**src/rtl/ysyx_22040895_imm_ctrl_if.sv**
```systemverilog
// ysyx_22040895_imm_ctrl_if: IFU-side fetch offer and EXU-side decoded head with immediate fields
interface ysyx_22040895_imm_ctrl_if #(parameter int PC_W = 64);
    logic            inst_valid;
    logic            inst_ready;
    logic [31:0]     inst;
    logic [PC_W-1:0] pc;
    logic            flush;
    logic            dec_valid;
    logic            dec_ready;
    logic [PC_W-1:0] dec_pc;
    logic [31:0]     dec_inst;
    logic            immsel;
    logic [11:0]     imm1;
    logic [19:0]     imm2;
    logic [1:0]      imm_sh;
    logic [2:0]      fmt;
    logic            illegal;
    modport slave (
        input  inst_valid, inst, pc, flush, dec_ready,
        output inst_ready, dec_valid, dec_pc, dec_inst, immsel, imm1, imm2, imm_sh, fmt, illegal
    );
    modport master (
        output inst_valid, inst, pc, flush, dec_ready,
        input  inst_ready, dec_valid, dec_pc, dec_inst, immsel, imm1, imm2, imm_sh, fmt, illegal
    );
endinterface

```
**src/rtl/ysyx_22040895_imm_ctrl.sv**
```systemverilog
// ysyx_22040895_imm_ctrl: fetch FIFO that classifies the head instruction and feeds the immediate sign-extender
module ysyx_22040895_imm_ctrl #(
    parameter int DEPTH = 2,
    parameter int PC_W  = 64
) (
    input logic clk,
    input logic rst,
    ysyx_22040895_imm_ctrl_if.slave bus
);
    localparam int AW = $clog2(DEPTH);
    logic [31:0]     inst_mem [DEPTH];
    logic [PC_W-1:0] pc_mem   [DEPTH];
    logic [AW-1:0]   wr_ptr, rd_ptr;
    logic [AW:0]     count;
    logic            valid, push, pop;
    logic [31:0]     head;
    logic [2:0]      fmt;
    logic            sel;
    logic [11:0]     imm1;
    logic [19:0]     imm2;
    logic [1:0]      sh;
    // outputs are forced low during reset even if count has not yet cleared
    assign valid          = !rst && count != '0;
    assign bus.inst_ready = !rst && count < (AW+1)'(DEPTH);
    assign push           = bus.inst_valid && bus.inst_ready && !bus.flush;
    assign pop            = valid && bus.dec_ready && !bus.flush;
    assign head           = inst_mem[rd_ptr];
    always_ff @(posedge clk) begin
        if (rst || bus.flush) begin
            wr_ptr <= '0;
            rd_ptr <= '0;
            count  <= '0;
        end else begin
            if (push) wr_ptr <= wr_ptr + AW'(1);
            if (pop) rd_ptr <= rd_ptr + AW'(1);
            count <= count + (AW+1)'(push) - (AW+1)'(pop);
        end
    end
    always_ff @(posedge clk) begin
        if (push) begin
            inst_mem[wr_ptr] <= bus.inst;
            pc_mem[wr_ptr]   <= bus.pc;
        end
    end
    // opcodes ending in anything but 2'b11 fall through to the illegal default
    always_comb begin
        fmt  = valid ? 3'd7 : 3'd0;
        sel  = valid;
        imm1 = '0;
        imm2 = '0;
        sh   = 2'b00;
        if (valid) begin
            case (head[6:0])
                7'h13, 7'h03, 7'h67, 7'h1b, 7'h73, 7'h0f: begin
                    fmt  = 3'd1;
                    imm1 = head[31:20];
                end
                7'h23: begin
                    fmt  = 3'd2;
                    imm1 = {head[31:25], head[11:7]};
                end
                7'h63: begin
                    fmt  = 3'd3;
                    imm1 = {head[31], head[7], head[30:25], head[11:8]};
                    sh   = 2'b01;
                end
                7'h37, 7'h17: begin
                    fmt  = 3'd4;
                    sel  = 1'b0;
                    imm2 = head[31:12];
                    sh   = 2'b10;
                end
                7'h6f: begin
                    fmt  = 3'd5;
                    sel  = 1'b0;
                    imm2 = {head[31], head[19:12], head[20], head[30:21]};
                    sh   = 2'b01;
                end
                7'h33, 7'h3b: fmt = 3'd0;
                default: ;
            endcase
        end
    end
    assign bus.dec_valid = valid;
    assign bus.dec_pc    = valid ? pc_mem[rd_ptr] : '0;
    assign bus.dec_inst  = valid ? head : '0;
    assign bus.fmt       = fmt;
    assign bus.illegal   = valid && fmt == 3'd7;
    assign bus.immsel    = sel;
    assign bus.imm1      = imm1;
    assign bus.imm2      = imm2;
    assign bus.imm_sh    = sh;
endmodule

```
**src/flat_wrapper.sv**
```systemverilog
// flat-port wrapper written by rule: the top's interface ports become plain ports
module ysyx_22040895_imm_ctrl_flat 
#(
    parameter int DEPTH = 2,
    parameter int PC_W  = 64
)
  (clk, rst, bus_inst_valid, bus_inst, bus_pc, bus_flush, bus_dec_ready, bus_inst_ready, bus_dec_valid, bus_dec_pc, bus_dec_inst, bus_immsel, bus_imm1, bus_imm2, bus_imm_sh, bus_fmt, bus_illegal);
  ysyx_22040895_imm_ctrl_if #(.PC_W(PC_W)) bus_i ();
  input logic clk;
  input logic rst;
  input wire logic [$bits(bus_i.inst_valid)-1:0] bus_inst_valid;
  input wire logic [$bits(bus_i.inst)-1:0] bus_inst;
  input wire logic [$bits(bus_i.pc)-1:0] bus_pc;
  input wire logic [$bits(bus_i.flush)-1:0] bus_flush;
  input wire logic [$bits(bus_i.dec_ready)-1:0] bus_dec_ready;
  output wire logic [$bits(bus_i.inst_ready)-1:0] bus_inst_ready;
  output wire logic [$bits(bus_i.dec_valid)-1:0] bus_dec_valid;
  output wire logic [$bits(bus_i.dec_pc)-1:0] bus_dec_pc;
  output wire logic [$bits(bus_i.dec_inst)-1:0] bus_dec_inst;
  output wire logic [$bits(bus_i.immsel)-1:0] bus_immsel;
  output wire logic [$bits(bus_i.imm1)-1:0] bus_imm1;
  output wire logic [$bits(bus_i.imm2)-1:0] bus_imm2;
  output wire logic [$bits(bus_i.imm_sh)-1:0] bus_imm_sh;
  output wire logic [$bits(bus_i.fmt)-1:0] bus_fmt;
  output wire logic [$bits(bus_i.illegal)-1:0] bus_illegal;
  assign bus_i.inst_valid = bus_inst_valid;
  assign bus_i.inst = bus_inst;
  assign bus_i.pc = bus_pc;
  assign bus_i.flush = bus_flush;
  assign bus_i.dec_ready = bus_dec_ready;
  assign bus_inst_ready = bus_i.inst_ready;
  assign bus_dec_valid = bus_i.dec_valid;
  assign bus_dec_pc = bus_i.dec_pc;
  assign bus_dec_inst = bus_i.dec_inst;
  assign bus_immsel = bus_i.immsel;
  assign bus_imm1 = bus_i.imm1;
  assign bus_imm2 = bus_i.imm2;
  assign bus_imm_sh = bus_i.imm_sh;
  assign bus_fmt = bus_i.fmt;
  assign bus_illegal = bus_i.illegal;
  ysyx_22040895_imm_ctrl #(.DEPTH(DEPTH), .PC_W(PC_W)) u_core (.clk(clk), .rst(rst), .bus(bus_i));
endmodule
```
**config.mk**
```make
export PLATFORM = sky130hd
export DESIGN_NAME = ysyx_22040895_imm_ctrl_flat
export DESIGN_NICKNAME = d
export VERILOG_FILES = /design/src/rtl/ysyx_22040895_imm_ctrl_if.sv /design/src/rtl/ysyx_22040895_imm_ctrl.sv /design/src/flat_wrapper.sv
export SDC_FILE = /design/constraint.sdc
export NUM_CORES = 1
export LEC_CHECK = 0
export ABC_AREA = 0
export BUFFER_PORTS_ARGS = -buffer_cell sky130_fd_sc_hd__buf_4
export CAP_MARGIN = 20
export CORE_MARGIN = 2
export CORE_UTILIZATION = 47
export CTS_CLUSTER_DIAMETER = 150
export CTS_CLUSTER_SIZE = 16
export DETAILED_ROUTE_END_ITERATION = 7
export PLACE_DENSITY = 0.76
export SYNTH_ARGS = -nofsm -noshare
export SYNTH_HDL_FRONTEND = slang
export SYNTH_SLANG_ARGS = --single-unit
```
**constraint.sdc**
```tcl
create_clock -name clk -period 7.9 [get_ports clk]
set_input_delay 1.975 -clock clk [delete_from_list [all_inputs] [get_ports clk]]
set_output_delay 1.975 -clock clk [all_outputs]
set_load 0.02 [all_outputs]
```
==> impl_metrics.py <==
metrics = {
    "status": {
        "status": "finished clean",
    },
    "synth": {
        "netlist_top_cells_area": "edfxtp_1 70%, mux2i_1 12%, nor2_1 5.0%, o22ai_1 1.5%, dfxtp_1 1.2%",
        "syn-cell-area_um2": 8200,
        "yosysWarnings": 0,
        "synth_top_cells_by_count": "192 x edfxtp_1, 110 x nor2_1, 101 x mux2i_1",
        "ys_ff_latch": 197,
        "ys.flop_type": "edfxtp_1",
        "yosysTopAreaCell": "edfxtp_1",
        "postSynthCellCount": 538,
        "seq_area_frac_synth_pct": 71.5,
        "ys_async_sr_fraction_pct": 0,
        "synth_most_common_cell": "edfxtp_1",
        "synth_cell_types": 44,
        "syn_avg_cell_area_um2": 15.2,
        "syn-num-nets": 641,
        "synth-edff-count": 192,
        "synth_top_area_share_pct": 70.3,
    },
    "power": {
        "comb_power_share_pct": 5.1,
        "p_switching_mw": 0.435,
        "p_sw_share_pct": 20.8,
        "power_frac_clock_pct": 38.9,
        "intPower_mw": 1.66,
        "vdd_drop_max_v": 0.000152,
        "powerDensity_nw_per_um2": 195,
        "power_frac_seq_pct": 55.9,
        "p_leak_nw": 3.94,
    },
    "grt": {
        "antenna_found_initial": 0,
        "grt_pass1_wl_um": 27600,
        "grt_pass1_vias": 5261,
        "grt_max_degree": 62,
        "gr-usage-all-layers_pct": 19.7,
        "overflow": 0,
    },
    "place": {
        "routabilityCongestion": 0.931,
        "dpl.hpwl_um": 13000,
        "port_buffers": 237,
        "post-place-ws_ps": 1920,
        "dp_cells": 976,
    },
    "worst_setup_path": {
        "worst_r2r_endpoint": "u_core.inst_mem[1][18]",
        "path_class": "in -> out",
        "crit_fanout": 50,
        "crit_required_ps": 5930,
        "r2r-start": "u_core.count[1]",
        "critPathCaptureType": "output pin",
        "start_kind": "input port",
        "r2r_setup_slack_ps": 5280,
        "cp_data_arrival_time_ps": 4100,
        "ff2ff_path_depth": 3,
    },
    "layout": {
        "layout.nets": 874,
        "fill_cells": 1314,
        "insertedDiodeCount": 0,
        "area_delta_synth_final_pct": 31.0,
        "final_cells": 1008,
        "drive_gt1_share_pct": 36.9,
    },
    "timing": {
        "setup_ws_ps": 1820,
        "fin_crit_sh_pct": 76.9,
        "maxSlewHeadroom_pct": 36.6,
        "hold_violations": 0,
        "maxSlewViolCount": 0,
        "whs_ps": 533,
        "timing.fmax_ghz": 0.165,
        "worstMarginPinSlew_ps": 951,
        "setup_violations": 0,
        "finalSetupTns_ps": 0,
        "period_minus_slack_ps": 6080,
        "rsz0062_at_grt": "false",
        "fin_skew_ps": 12.6,
    },
    "run": {
        "max-cap-violations": 0,
    },
    "floorplan": {
        "dieArea_um2": 18500,
        "initial_core_util_pct": 47.7,
        "rows": 48,
        "die_h_um": 136,
        "core_um2": 17200,
        "ios": 238,
        "die_w_um": 136,
    },
    "drt": {
        "drcViolationCount": 0,
        "drtIter0Drc": 429,
        "ant_nets": 0,
        "viasPerCell": 5.31,
        "wl_per_cell_um": 18.5,
        "dr.pass1.iters": 8,
        "routed_wl_um": 18600,
        "vias": 5349,
    },
    "clock_network": {
        "cts_root_buffer": "clkbuf_16",
        "cts_buffers": 17,
        "htreeDepth": 4,
        "cts_tree": "built",
        "cts_sinks": 197,
        "clk_path_buf_depth": 2,
        "hold_buffers": 0,
        "clk_pin_slew_worst_paths_ps": 70,
        "cts_resized": 0,
        "post_cts_buffers": 0,
        "worst_skew_pair.late_latency_ps": 410,
    },
    "min_path": {
        "hold_class": "reg -> reg",
        "hold_depth": 2,
        "hp-start": "u_core.rd_ptr",
    },
}
[worst max path at each step]
| stage | slack (ps) | cells past startpoint | startpoint | to |
|---|---|---|---|---|
| 2_1_floorplan | 310 | 4 | bus_flush | u_core.inst_mem[0][0] |
| 3_3_place_gp | 2090 | 6 | rst | bus_imm2[5] |
| 3_5_place_dp | 1920 | 6 | rst | bus_imm2[5] |
| 4_1_cts | 1930 | 6 | rst | bus_imm2[5] |
| 5_1_grt | 1680 | 6 | rst | bus_imm2[2] |
| 6_report | 1820 | 6 | rst | bus_imm2[2] |
[final cells by class]
class                      count  area (um^2)  area share, %
sequential                   197         5870           54.7
inverter                       7         26.3          0.245
tap                          225          282           2.62
clock inverter                12          124           1.15
clock buffer                  19          433           4.03
timing repair buffer         243         1830           17.0
multi-input combinational    305         2180           20.3
[worst max-delay path: stages]
cell	delay, ps
buf_4	120
or2_4	430
nor2_1	280
nand4_1	690
o22ai_1	380
buf_4	200
[logic make-up after synthesis]
group	Yosys count	synth area share, %
compound gates	51	4.87
xor+xnor	4	0.427
fa+ha+maj	2	0.305
buf+inv	36	2.08
flops	197	71.5
mux	112	13.9
simple gates	136	6.84
[cells in the final DEF (no fill, tap or decap), types with 3 or more instances in the layout]
cell,Yosys,routed
a21oi_1,5,5
a32o_1,7,7
buf_4,2,242
clkbuf_16,0,17
clkinvlp_4,0,4
dfxtp_1,5,4
edfxtp_1,192,192
inv_1,6,6
inv_8,0,3
mux2_2,6,6
mux2i_1,101,101
nand2_1,9,9
nand3_1,3,3
nor2_1,110,110
o21ai_0,3,3
o22ai_1,20,20
o2bb2ai_1,6,6
[power by group through the flow]
stage | Sequential [mW] | Clock, mW | Combinational, mW
2_1_floorplan | 1.19 | 0 | 0.0427
3_3_place_gp | 1.19 | 0 | 0.102
3_5_place_dp | 1.19 | 0 | 0.107
4_1_cts | 1.17 | 0.832 | 0.107
5_1_grt | 1.17 | 0.873 | 0.116
6_report | 1.17 | 0.815 | 0.107
[stage by stage]
step                      utilization, %  total power [mW]  area, um^2
after floorplan                        -              1.24        8200
after global placement              59.2              1.30       10200
after detailed placement            59.2              1.30       10200
after CTS                           62.4              2.11       10700
after global routing                62.5              2.16       10700
final                               62.5              2.09       10700
[metal layers]
| metal | up-vias | GRT usage [%] | share of wire [%] |
|---|---|---|---|
| met1 | 2565 | 23.8 | 39 |
| li1 | 2493 | - | - |
| met4 | 0 | 6.60 | 1.7 |
| met3 | 40 | 6.79 | 8.6 |
| met5 | - | 0 | 0 |
| met2 | 251 | 33.0 | 51 |
[flip-flops by register name, indices dropped and copies added, names as in the netlist, named ones only]
name	count
u_core.pc_mem	128
u_core.rd_ptr	1
u_core.wr_ptr	1
u_core.inst_mem	64
u_core.count	2
Note: power is estimated with default switching activity, not from simulation.
